File: src/rtl/alu_sequencer.sv
// alu_sequencer: walks a small program RAM of {op, imm} steps, feeding each
// step to an external combinational ALU as acc <- ALU(op, acc, imm). It
// gathers sticky overflow/BAF flags and the final zero flag for the host.

module alu_sequencer #(
    parameter int         DEPTH  = 8,
    parameter int         AW     = 3,
    parameter logic [3:0] END_OP = 4'b0001
) (
    input  logic          clk,
    input  logic          rst_n,
    input  logic          prog_we,
    input  logic [AW-1:0] prog_addr,
    input  logic [3:0]    prog_op,
    input  logic [5:0]    prog_imm,
    input  logic          start,
    input  logic [5:0]    acc_init,
    output logic          busy,
    output logic          done,
    output logic [5:0]    result,
    output logic          iof_sticky,
    output logic          baf_sticky,
    output logic          zf_last,
    output logic [AW:0]   steps,
    output logic [5:0]    alu_x,
    output logic [5:0]    alu_y,
    output logic [3:0]    alu_op,
    input  logic [5:0]    alu_z,
    input  logic          alu_iof,
    input  logic          alu_baf,
    input  logic          alu_zf
);

    typedef enum logic [1:0] {
        IDLE = 2'd0,
        RUN  = 2'd1,
        DONE = 2'd2
    } state_t;

    state_t        state_q;
    logic [AW-1:0] pc_q;
    logic [AW-1:0] pc_d;
    logic [5:0]    acc_q;
    logic          iof_q;
    logic          baf_q;
    logic          zf_q;
    logic [AW:0]   steps_q;
    logic [AW:0]   steps_d;

    // Program storage is deliberately not reset; the host loads it before use.
    logic [9:0]    prog_q [DEPTH];

    logic [3:0]    curOp;
    logic [5:0]    curImm;
    logic          isEnd;
    logic          lastSlot;
    logic          running;

    assign {curOp, curImm} = prog_q[pc_q];
    assign isEnd    = (curOp == END_OP);
    assign lastSlot = (pc_q == AW'(DEPTH - 1));
    assign running  = (state_q == RUN);

    // The last slot never advances the pc, so the program cannot wrap around.
    assign pc_d    = lastSlot ? pc_q : pc_q + AW'(1);
    assign steps_d = steps_q + (AW+1)'(1);

    assign busy       = running;
    assign done       = (state_q == DONE);
    assign result     = acc_q;
    assign iof_sticky = iof_q;
    assign baf_sticky = baf_q;
    assign zf_last    = zf_q;
    assign steps      = steps_q;

    // The terminator is never presented to the ALU; it sees a harmless op 0 instead.
    assign alu_x  = acc_q;
    assign alu_y  = running ? curImm : 6'd0;
    assign alu_op = (running && !isEnd) ? curOp : 4'b0000;

    // Program writes are accepted whenever a run is not in progress.
    always_ff @(posedge clk) begin
        if (prog_we && (state_q != RUN)) begin
            prog_q[prog_addr] <= {prog_op, prog_imm};
        end
    end

    // Run control: seed on start, one ALU step per cycle, one-cycle DONE pulse.
    always_ff @(posedge clk or negedge rst_n) begin
        if (!rst_n) begin
            state_q <= IDLE;
            pc_q    <= '0;
            acc_q   <= '0;
            iof_q   <= 1'b0;
            baf_q   <= 1'b0;
            zf_q    <= 1'b0;
            steps_q <= '0;
        end else begin
            case (state_q)
                IDLE: begin
                    if (start) begin
                        acc_q   <= acc_init;
                        pc_q    <= '0;
                        steps_q <= '0;
                        iof_q   <= 1'b0;
                        baf_q   <= 1'b0;
                        zf_q    <= 1'b0;
                        state_q <= RUN;
                    end
                end
                RUN: begin
                    if (isEnd) begin
                        state_q <= DONE;
                    end else begin
                        acc_q   <= alu_z;
                        iof_q   <= iof_q | alu_iof;
                        baf_q   <= baf_q | alu_baf;
                        zf_q    <= alu_zf;
                        steps_q <= steps_d;
                        pc_q    <= pc_d;
                        if (lastSlot) begin
                            state_q <= DONE;
                        end
                    end
                end
                DONE: begin
                    state_q <= IDLE;
                end
                default: begin
                    state_q <= IDLE;
                end
            endcase
        end
    end

endmodule

File: config.mk
export PLATFORM = sky130hd
export DESIGN_NAME = alu_sequencer
export DESIGN_NICKNAME = d
export VERILOG_FILES = /design/src/rtl/alu_sequencer.sv
export SDC_FILE = /design/constraint.sdc
export NUM_CORES = 1
export LEC_CHECK = 0
export BUFFER_PORTS_ARGS = -buffer_cell sky130_fd_sc_hd__buf_2
export CORE_MARGIN = 5
export CORE_UTILIZATION = 25
export CTS_CLUSTER_DIAMETER = 200
export DETAILED_ROUTE_END_ITERATION = 16
export GPL_ROUTABILITY_DRIVEN = 0
export SLEW_MARGIN = 10
export SYNTH_ARGS = -nofsm -noshare
export SYNTH_HDL_FRONTEND = slang
export SYNTH_SLANG_ARGS = --single-unit
File: constraint.sdc
create_clock -name clk -period 2.9 [get_ports clk]
set_input_delay 0.435 -clock clk [delete_from_list [all_inputs] [get_ports clk]]
set_output_delay 0.435 -clock clk [all_outputs]
set_load 0.01 [all_outputs]
---- Word-level counts from Yosys, hierarchy flattened ----
Memory sizes are Yosys's and may differ from the RTL's.
Index checks and enable logic that the tools add are counted.
word-level totals
  bits in registers ....................... 18
  latch bits .............................. 0
  memory bits (writable) .................. 80
  ROM bits ................................ 0
  input port bits ......................... 32
  output and inout bits ................... 31
  memories ................................ 1
operators by class
  add/subtract/negate cells ............... 2
  multipliers ............................. 0
  div/mod/pow operators ................... 0
  magnitude comparators ................... 0
  equality and inequality tests ........... 9
  shift operators ......................... 0
  muxes and demuxes ....................... 25
  bitwise operators ....................... 2
  reduce and logical (&&, ||, !) cells .... 8
memories
  memory  depth  bits a word  rd ports  clocked after memory_dff  wr ports  RTL line  RTL
  prog_q  8      10           1         0                         1         51        logic [9:0] prog_q [DEPTH];
operators with widths
  operator               number
  $mux W6                3
  $mux W4                3
  $pmux W6 S2            1
  $mux W3                3
  $pmux W4 S2            1
  $mux W1                6
  $mux W2                3
  $ne A2 B2 Y1 const B   3
  $pmux W1 S2            3
  $pmux W3 S2            1
  $add A4 B1 Y4 const B  1
  $eq A4 B1 Y1 const B   1
  $pmux W2 S2            1
  $reduce_and A4 Y1      1
  $add A3 B1 Y3 const B  1
  $eq A3 B3 Y1 const B   1
  $ne A3 B3 Y1 const B   1
  $reduce_and A3 Y1      1
  $eq A2 B1 Y1 const B   1
  $eq A2 B2 Y1 const B   1
  $logic_and A1 B1 Y1    2
  $logic_not A2 Y1       1
  $ne A2 B1 Y1 const B   1
  $or A1 B1 Y1           2
  other kinds (3)        3

---- Longest topological paths before layout ----
Gate-level depths: netlist of the first run.
An unclocked memory read counts as a cell.
  word-level depth ........................ 5
  mapped depth ............................ 8
  gate-level depth less buffers ........... 5

---- Worst setup path before layout of the first run ----
OpenSTA, ideal clock, no wires.
  path kind ............................... register to register
  from .................................... reg state_q[0]
  to ...................................... mem prog_q[1][0] (enable)
  setup time .............................. 390 ps
  arrival ................................. 1920 ps
  data required time ...................... 2510 ps
  setup slack ............................. 590 ps
  cell stages (with the launch flop) ...... 6
  path buffers ............................ 2
  path through ............................ dfrtp_1 nand2b_1 clkbuf_1 clkbuf_1 nand3_1 nor3_1
on the way
  cells in the longest elaborated chain, start to end .. 4
ends and longest elaborated chain
  item                           RTL line  RTL
  from (decl)                    40        state_t state_q;
  from (signal assigned)         91        state_q <= IDLE;
  from (signal assigned)         108       state_q <= RUN;
  from (signal assigned)         113       state_q <= DONE;
  $ne A2 B1 Y1                   83        if (prog_we && (state_q != RUN)) begin
  $logic_and A1 B1 Y1            83
  $mux W1                        83
  $mux W1 (not written as such)  84        prog_q[prog_addr] <= {prog_op, prog_imm};
  to (decl)                      51
Every way passes these cells.

---- Final worst setup path of the first run ----
  from .................................... reg pc_q[0]
  to ...................................... out alu_op[0]
on the way
  cells in the longest elaborated chain, start to end .. 5
ends and longest elaborated chain
  item                    RTL line  RTL
  from (decl)             41        logic [AW-1:0] pc_q;
  from (signal assigned)  120       pc_q <= pc_d;
  $mem_v2 Z8 W10 (*)      -
  $eq A4 B1 Y1            60        assign isEnd = (curOp == END_OP);
  $logic_not A1 Y1        79        assign alu_op = (running && !isEnd) ? curOp : 4'b0000;
  $logic_and A1 B1 Y1     79
  $mux W4 (*)             79
  to (decl)               27        output logic [3:0] alu_op,
Every way passes the cells marked *; elsewhere a longest branch is shown, timed or not.

==> results of run 1 <==
==> logic make-up after synthesis <==
| family | share of synthesized area |
|---|---|
| and+or+nand+nor | 0.0624 |
| AOI/OAI and AO/OA | 0.0431 |
| buffers and inverters | 0.0271 |
| DFF | 0.711 |
| muxes | 0.147 |
| adders and majority gates | 0.00936 |
==> power by group <==
group / leakage, uW / switching [uW] / internal [uW] / total, uW
sequential: 0.000937 / 133 / 1700 / 1830
clock: 0.000133 / 533 / 590 / 1120
combinational: 0.000688 / 894 / 805 / 1700
total: 0.00176 / 1560 / 3090 / 4650
==> final timing paths <==
path                            start         end  slack, ns  depth (start not counted)
max reg2reg                   pc_q[0]     pc_q[0]       0.63                          7
min in group clk               alu_zf     zf_last       0.31                          3
min reg2reg                baf_sticky  baf_sticky       0.50                          2
min                             rst_n    steps[2]       0.01                          1
max                           pc_q[0]   alu_op[0]       0.19                          6
max in group asynchronous       rst_n     pc_q[0]       2.57                          1
==> synth_stat cells <==
cell type | n | area [um^2]
edfxtp_1 | 80 | 2400
nor2_1 | 20 | 75.1
mux4_2 | 19 | 428
dfrtp_1 | 18 | 450
nand2b_1 | 9 | 56.3
nand2_1 | 8 | 30.0
buf_4 | 7 | 52.6
mux2i_1 | 7 | 70.1
o221a_1 | 6 | 67.6
clkbuf_1 | 5 | 18.8
a22o_1 | 3 | 26.3
buf_2 | 3 | 15.0
ha_1 | 3 | 37.5
inv_1 | 3 | 11.3
mux2i_2 | 3 | 41.3
nand3_1 | 3 | 15.0
nor3_1 | 3 | 15.0
o21ai_1 | 3 | 15.0
a21oi_1 | 2 | 10.0
and2_1 | 2 | 12.5
mux2_2 | 2 | 22.5
o21ai_2 | 2 | 17.5
a41oi_2 | 1 | 16.3
and4_4 | 1 | 11.3
buf_6 | 1 | 11.3
mux4_1 | 1 | 26.3
nand2b_4 | 1 | 13.8
nand3b_1 | 1 | 7.51
nor2b_1 | 1 | 6.26
o211ai_1 | 1 | 7.51
o21a_1 | 1 | 7.51
o21ai_0 | 1 | 5.00
or4_1 | 1 | 7.51
==> critical path, delay by kind of cell, from the launching register on <==
family / cells / cell delay [ns]
AOI/OAI and AO/OA: 1 / 0.16
buffers and inverters: 2 / 0.35
DFF: 1 / 0.46
muxes: 2 / 0.76
and+or+nand+nor: 1 / 0.20
==> per-layer routing <==
layer	routed length (um)	global-route usage	up-vias
met4	109	0.0302	0
li1	-	-	1011
met1	3660	0.118	1122
met3	581	0.0313	9
met2	4010	0.154	68
met5	0	0	-
==> sequential cells by signal, summed over array words and instances (netlist names) <==
| name | count |
|---|---|
| iof_sticky | 1 |
| steps | 4 |
| baf_sticky | 1 |
| zf_last | 1 |
| prog_q | 80 |
| state_q | 2 |
| pc_q | 3 |
| alu_x | 6 |
==> through the flow <==
step	std cells	worst slack, ns	power [uW]
after floorplan	222	0.590	3050
after global placement	499	0.483	3570
after detailed placement	499	0.448	3600
after CTS	515	0.0627	4730
after global routing	515	0.0382	4970
final	515	0.188	4650
==> final cells by class <==
class	instances	share of cell area
flip-flops and latches	98	0.584
clock buffers	9	0.0461
well taps	216	0.0553
multi-input cells	105	0.215
clock inverters	7	0.0108
inverters	3	0.00231
repair buffers	77	0.0866
==> results.sh, run 1 <==
export IMPL_status="finished, final reports clean"
export IMPL_ys_seq_area_frac=0.711
export IMPL_clockBufferDepth=2
export IMPL_grtUsageTotal=0.0944
export IMPL_layout_commonest_cell="edfxtp_1"
export IMPL_vias=2210
export IMPL_fin_crit_sh=0.935
export IMPL_grt_pass1_wl_mm=13.0
export IMPL_first_iter_violations=127
export IMPL_syn_to_final_growth_pct=21.8
export IMPL_syn_area_mm2=0.00401
export IMPL_postLayoutCellArea_mm2=0.00488
export IMPL_setup_viol=0
export IMPL_fmax_ghz=0.369
export IMPL_ir_drop_uv=346
export IMPL_clk_latency_ns=0.34
export IMPL_synth_nets=257
export IMPL_synth_cells=222
export IMPL_crit_type="reg -> out"
export IMPL_cts_tree="yes"
export IMPL_io_buffers=62
export IMPL_cts_inserted_buffers=9
export IMPL_antenna_cells=0
export IMPL_seq_area_mm2=0.00285
export IMPL_dieHeight_um=137
export IMPL_dpl_cell_area_mm2=0.00461
export IMPL_nets=329
export IMPL_hold_viol=0
export IMPL_multi_input_area_mm2=0.00105
export IMPL_synth_cell_types=33
export IMPL_grt_overflow_total=0
export IMPL_cts_root_buf="clkbuf_16"
export IMPL_io_pins=63
export IMPL_hold_buffers=0
export IMPL_firstDrtPassIters=4
export IMPL_antenna_left=0
export IMPL_cap_violations=0
export IMPL_cts_sinks=98
export IMPL_hold_worst_slack_ns=0.0142
export IMPL_startpoint_type="flip-flop"
export IMPL_cp_data_arrival_time_ns=2.28
export IMPL_cts_resized=0
export IMPL_cts_htree_levels=3
export IMPL_core_mm2=0.0158
export IMPL_grt_antenna_before_repair=0
export IMPL_drive_above_1_share=0.405
export IMPL_fill_cells=1554
export IMPL_slew_headroom=0.462
export IMPL_required_ns=2.47
export IMPL_setup_worst_path_end_class="output pin"
export IMPL_path_cells="buf_4 > mux4_2 > mux2i_2 > a41oi_2 > and2_1 > buf_2"
export IMPL_mostFrequentLayoutCells="edfxtp_1 (80), buf_2 (62), nor2_1 (20)"
export IMPL_hp_class="in -> async"
export IMPL_fp_dieArea_mm2=0.0187
export IMPL_ys_seq_elements=98
export IMPL_fin_skew_ns=0.00635
export IMPL_leakagePower_uw=0.00176
export IMPL_dp_hpwl_mm=5.48
export IMPL_avgSynthCellArea_um2=18.1
export IMPL_setup_tns_ns=0
export IMPL_post_cts_buffers=0
export IMPL_drc=0
export IMPL_yosys_warnings=0
export IMPL_die_x_um=137
export IMPL_worstMarginPinSlew_ns=0.807
export IMPL_slowest_stage="mux4_2"
export IMPL_path_clk_slew_ns=0.07
export IMPL_min_period_ns=2.71
export IMPL_final_util=0.309
export IMPL_grt_pass1_vias=2282
export IMPL_drv_slew=0
export IMPL_slowest_delay_ns=0.52
export IMPL_num_rows=46
export IMPL_routed_wl_mm=8.36
export IMPL_routedWlPerCell_um=16.2
export IMPL_power_density_mw_per_mm2=953
export IMPL_via_per_inst=4.29
export IMPL_rsz0062_at_grt="no"
export IMPL_crit_path_max_fanout=7
export IMPL_start_util=0.253
export IMPL_grt_max_degree=19
Power figures use the tool's default switching activity.
==> run 2, diff against run 1 <==
--- a/config.mk
+++ b/config.mk
@@ -11,6 +11,7 @@
 export CTS_CLUSTER_DIAMETER = 200
 export DETAILED_ROUTE_END_ITERATION = 16
 export GPL_ROUTABILITY_DRIVEN = 0
+export REMOVE_ABC_BUFFERS = 1
 export SLEW_MARGIN = 10
 export SYNTH_ARGS = -nofsm -noshare
 export SYNTH_HDL_FRONTEND = slang
==> results.sh, run 2 (same netlist as run 1, synthesis figures left out) <==
export IMPL_crit_path_max_fanout=10
export IMPL_leakagePower_uw=0.00177
export IMPL_setup_worst_path_end_class="output pin"
export IMPL_start_util=0.253
export IMPL_critical_path_startpoint="pc_q[0]"
export IMPL_mostFrequentLayoutCells="edfxtp_1 (80), buf_2 (62), nor2_1 (20)"
export IMPL_setup_tns_ns=0
export IMPL_grt_antenna_before_repair=1
export IMPL_io_pins=63
export IMPL_min_period_ns=2.72
export IMPL_fin_skew_ns=0.00928
export IMPL_final_util=0.311
export IMPL_hold_viol=0
export IMPL_nets=329
export IMPL_clockBufferDepth=2
export IMPL_regToRegStartpoint="pc_q[2]"
export IMPL_routed_wl_mm=8.16
export IMPL_cts_inserted_buffers=9
export IMPL_status="finished, final reports clean"
export IMPL_cap_violations=0
export IMPL_die_x_um=137
export IMPL_path_buf_inv=2
export IMPL_dp_hpwl_mm=5.58
export IMPL_fmax_ghz=0.368
export IMPL_fin_crit_sh=0.938
export IMPL_cts_tree="yes"
export IMPL_ir_drop_uv=326
export IMPL_slew_headroom=0.499
export IMPL_power_density_mw_per_mm2=966
export IMPL_grt_max_degree=19
export IMPL_setup_viol=0
export IMPL_cp_data_arrival_time_ns=2.28
export IMPL_io_buffers=62
export IMPL_path_clk_slew_ns=0.07
export IMPL_vias=2170
export IMPL_hp_class="in -> async"
export IMPL_fp_dieArea_mm2=0.0187
export IMPL_grt_pass1_vias=2237
export IMPL_dieHeight_um=137
export IMPL_cp_top_family="multiplexers"
export IMPL_cts_htree_levels=3
export IMPL_core_mm2=0.0158
export IMPL_worstMarginPinSlew_ns=0.751
export IMPL_slowest_delay_ns=0.52
export IMPL_hold_buffers=0
export IMPL_antenna_left=0
export IMPL_regMostFlops="prog_q"
export IMPL_grt_overflow_total=0
export IMPL_grtUsageTotal=0.0920
export IMPL_slowest_stage="mux4_2"
export IMPL_rsz0062_at_grt="no"
export IMPL_drv_slew=0
export IMPL_crit_type="reg -> out"
export IMPL_layout_commonest_cell="edfxtp_1"
export IMPL_post_cts_buffers=0
export IMPL_largest_reg_flops=80
export IMPL_num_rows=46
export IMPL_required_ns=2.47
export IMPL_first_iter_violations=102
export IMPL_startpoint_type="flip-flop"
export IMPL_clk_latency_ns=0.34
export IMPL_routedWlPerCell_um=15.9
export IMPL_drive_above_1_share=0.408
export IMPL_path_cells="buf_6 > mux4_2 > mux2i_2 > a41oi_2 > and2_1 > buf_2"
export IMPL_drc=0
export IMPL_cts_sinks=98
export IMPL_antenna_cells=0
export IMPL_grt_pass1_wl_mm=12.6
export IMPL_via_per_inst=4.21
export IMPL_syn_to_final_growth_pct=22.7
export IMPL_cts_root_buf="clkbuf_16"
export IMPL_firstDrtPassIters=4
-- run 2: changes by cell type in the layout (fill, tap and decap cells not counted), sizes merged --
cell / delta
clkinv: -2
clkbuf: +1
inv: -1
clkinvlp: +1
bufinv: +1
-- run 2: report_power, final --
part	switching, uW	total (uW)	internal (uW)
sequential	185	1880	1700
combinational	856	1680	822
clock	514	1190	679
-- run 2: layer usage --
metal / wire length, um / track usage / part of all wire
met5: 13 / 0 / 0.0016
met4: 105 / 0.0314 / 0.013
met3: 583 / 0.0298 / 0.071
met2: 3950 / 0.153 / 0.48
met1: 3520 / 0.113 / 0.43
-- run 2: worst register-to-register path: cells and delay by family, from the launching register on --
kind	cells	cell delay, ns
AOI/OAI and AO/OA	2	0.29
buffers and inverters	1	0.20
DFF	1	0.75
muxes	3	0.99
-- run 2: path summary, 6_finish.rpt --
check	to	slack, ns	depth (start not counted)
worst max register to register	pc_q[0]	0.57	6
worst max-delay path	alu_op[0]	0.18	6
worst min register to register	baf_sticky	0.49	2
max in group asynchronous	pc_q[0]	2.57	1
worst min-delay path	pc_q[1]	0.02	1
min in group clk	zf_last	0.31	3
-- run 2: through the flow --
step / setup slack [ns] / power, uW / hold WS, ns / cell area, um^2 / std cells
after floorplan: -0.0588 / 2940 / 0.139 / 3910 / 206
after global placement: 0.344 / 3580 / 0.381 / 4610 / 499
after detailed placement: 0.330 / 3620 / 0.395 / 4610 / 499
after CTS: 0.0542 / 4820 / 0.0253 / 4910 / 515
after global routing: 0.0148 / 5070 / 0.0539 / 4920 / 515
final: 0.180 / 4750 / 0.0196 / 4920 / 515
-- run 2: cell type report --
cell class | count | area (um^2)
well taps | 216 | 270
inverters | 3 | 11.3
clock inverters | 6 | 73.8
flip-flops and latches | 98 | 2850
multi-input cells | 105 | 1060
clock buffers | 10 | 229
repair buffers | 77 | 427
fillers | 1560 | 10900
-- run 2: repair_timing --
item,in CTS,in global routing
gates resized for setup,1,2
pin swaps,0,0
setup endpoints to repair,1,1
==> run 3, diff against run 2 <==
--- a/config.mk
+++ b/config.mk
@@ -6,11 +6,12 @@
 export NUM_CORES = 1
 export LEC_CHECK = 0
 export BUFFER_PORTS_ARGS = -buffer_cell sky130_fd_sc_hd__buf_2
-export CORE_MARGIN = 5
+export CORE_MARGIN = 2
 export CORE_UTILIZATION = 25
 export CTS_CLUSTER_DIAMETER = 200
 export DETAILED_ROUTE_END_ITERATION = 16
 export GPL_ROUTABILITY_DRIVEN = 0
+export MAX_ROUTING_LAYER = met4
 export REMOVE_ABC_BUFFERS = 1
 export SLEW_MARGIN = 10
 export SYNTH_ARGS = -nofsm -noshare
==> results.sh, run 3 (same netlist as run 1, synthesis figures left out) <==
export IMPL_status="finished, final reports clean"
export IMPL_num_rows=46
export IMPL_regMostFlops="prog_q"
export IMPL_worstMarginPinSlew_ns=0.773
export IMPL_crit_path_max_fanout=14
export IMPL_cp_data_arrival_time_ns=2.29
export IMPL_antenna_cells=0
export IMPL_power_density_mw_per_mm2=986
export IMPL_path_clk_slew_ns=0.06
export IMPL_fin_skew_ns=0.00522
export IMPL_cts_tree="yes"
export IMPL_hold_worst_slack_ns=0.0204
export IMPL_first_iter_violations=76
export IMPL_fin_crit_sh=0.938
export IMPL_setup_worst_path_end_class="output pin"
export IMPL_p_sw_uw=1530
export IMPL_drive_above_1_share=0.405
export IMPL_mostFrequentLayoutCells="edfxtp_1 (80), buf_2 (62), nor2_1 (20)"
export IMPL_drv_slew=0
export IMPL_hp_class="in -> async"
export IMPL_slew_headroom=0.485
export IMPL_drc=0
export IMPL_cts_htree_levels=3
export IMPL_hold_viol=0
export IMPL_vias=2207
export IMPL_core_mm2=0.0158
export IMPL_cts_sinks=98
export IMPL_fp_dieArea_mm2=0.0171
export IMPL_fmax_ghz=0.368
export IMPL_antenna_left=0
export IMPL_p_int_uw=3350
export IMPL_clockBufferDepth=2
export IMPL_via_per_inst=4.29
export IMPL_io_pins=63
export IMPL_cts_root_buf="clkbuf_16"
export IMPL_syn_to_final_growth_pct=23.4
export IMPL_dp_hpwl_mm=5.63
export IMPL_startpoint_type="flip-flop"
export IMPL_routedWlPerCell_um=16.2
export IMPL_start_util=0.254
export IMPL_cts_inserted_buffers=9
export IMPL_cap_violations=0
export IMPL_leakagePower_uw=0.00179
export IMPL_clk_latency_ns=0.34
export IMPL_routed_wl_mm=8.34
export IMPL_clock_power_share=0.274
export IMPL_grt_max_degree=19
export IMPL_dieHeight_um=131
export IMPL_pwr_share_comb=0.343
export IMPL_rsz0062_at_grt="no"
export IMPL_required_ns=2.47
export IMPL_sw_frac_of_total=0.313
export IMPL_min_period_ns=2.72
export IMPL_crit_type="reg -> out"
export IMPL_io_buffers=62
export IMPL_grtUsageTotal=0.106
export IMPL_firstDrtPassIters=4
export IMPL_hold_buffers=0
export IMPL_grt_antenna_before_repair=0
export IMPL_seq_power_share=0.383
export IMPL_ir_drop_uv=397
export IMPL_setup_viol=0
export IMPL_nets=329
export IMPL_largest_reg_flops=80
export IMPL_total_power_uw=4880
export IMPL_die_x_um=131
export IMPL_grt_overflow_total=0
export IMPL_layout_commonest_cell="edfxtp_1"
export IMPL_grt_pass1_vias=2241
export IMPL_grt_pass1_wl_mm=12.8
## run 3: cell count changes in the layout (fill, tap and decap cells not counted), sizes merged
cell / delta
bufinv: +2
clkbuf: -1
clkinv: +1
clkinvlp: -1
inv: -1
## run 3: layout make-up
type / count / area (um^2)
Inverter: 3 / 11.3
Timing Repair Buffer: 77 / 427
Sequential cell: 98 / 2850
Clock buffer: 9 / 225
Clock inverter: 7 / 115
Multi-Input combinational cell: 105 / 1050
Tap cell: 216 / 270
Fill cell: 1579 / 10800
## run 3: through the flow
stage	setup slack (ns)	utilization	TNS, ns	std cells	area, um^2
2_1_floorplan	-0.0588	-	-0.0588	206	3910
3_5_place_dp	0.468	0.292	0	499	4610
6_report	0.180	0.314	0	515	4950
5_1_grt	0.0237	0.314	0	515	4950
3_3_place_gp	0.513	0.292	0	499	4610
4_1_cts	0.0881	0.314	0	515	4950
## run 3: critical path, stage by stage (launching register included)
cell and delay, ns:
dfrtp_1 0.34, buf_6 0.21, mux4_1 0.58, mux2_2 0.31, a41oi_2 0.20, and2_1 0.17, buf_2 0.14
## run 3: timing repair
| item | 4_1_cts | 5_1_grt |
|---|---|---|
| gates resized for setup | 0 | 1 |
| endpoints found under the setup margin | 0 | 1 |
| buffers inserted | 0 | 0 |
## run 3: worst paths after layout
check / cells past startpoint / slack [ns] / from / to
max: 6 / 0.18 / pc_q[0] / alu_op[0]
min: 1 / 0.02 / rst_n / baf_sticky
max reg2reg: 7 / 0.58 / pc_q[0] / pc_q[0]
min reg2reg: 2 / 0.49 / baf_sticky / baf_sticky
max in group asynchronous: 1 / 2.59 / rst_n / alu_x[1]
min in group clk: 3 / 0.31 / alu_zf / zf_last
## run 3: metal layers
layer  vias to the layer above  part of all wire  global-route usage
met1                      1121              0.47               0.141
met4                         0            0.0011              0.0169
met3                         2             0.066              0.0358
met2                        76              0.46               0.161
met5                         -                 0                   -
li1                       1008                 -                   -
## run 3: power groups by stage
stage / sequential, uW / combinational (uW) / clock, uW
after CTS: 1870 / 1710 / 1370
after detailed placement: 1900 / 1710 / 0
after floorplan: 2000 / 940 / 0
after global placement: 1890 / 1680 / 0
final: 1870 / 1670 / 1340
after global routing: 1890 / 1870 / 1440
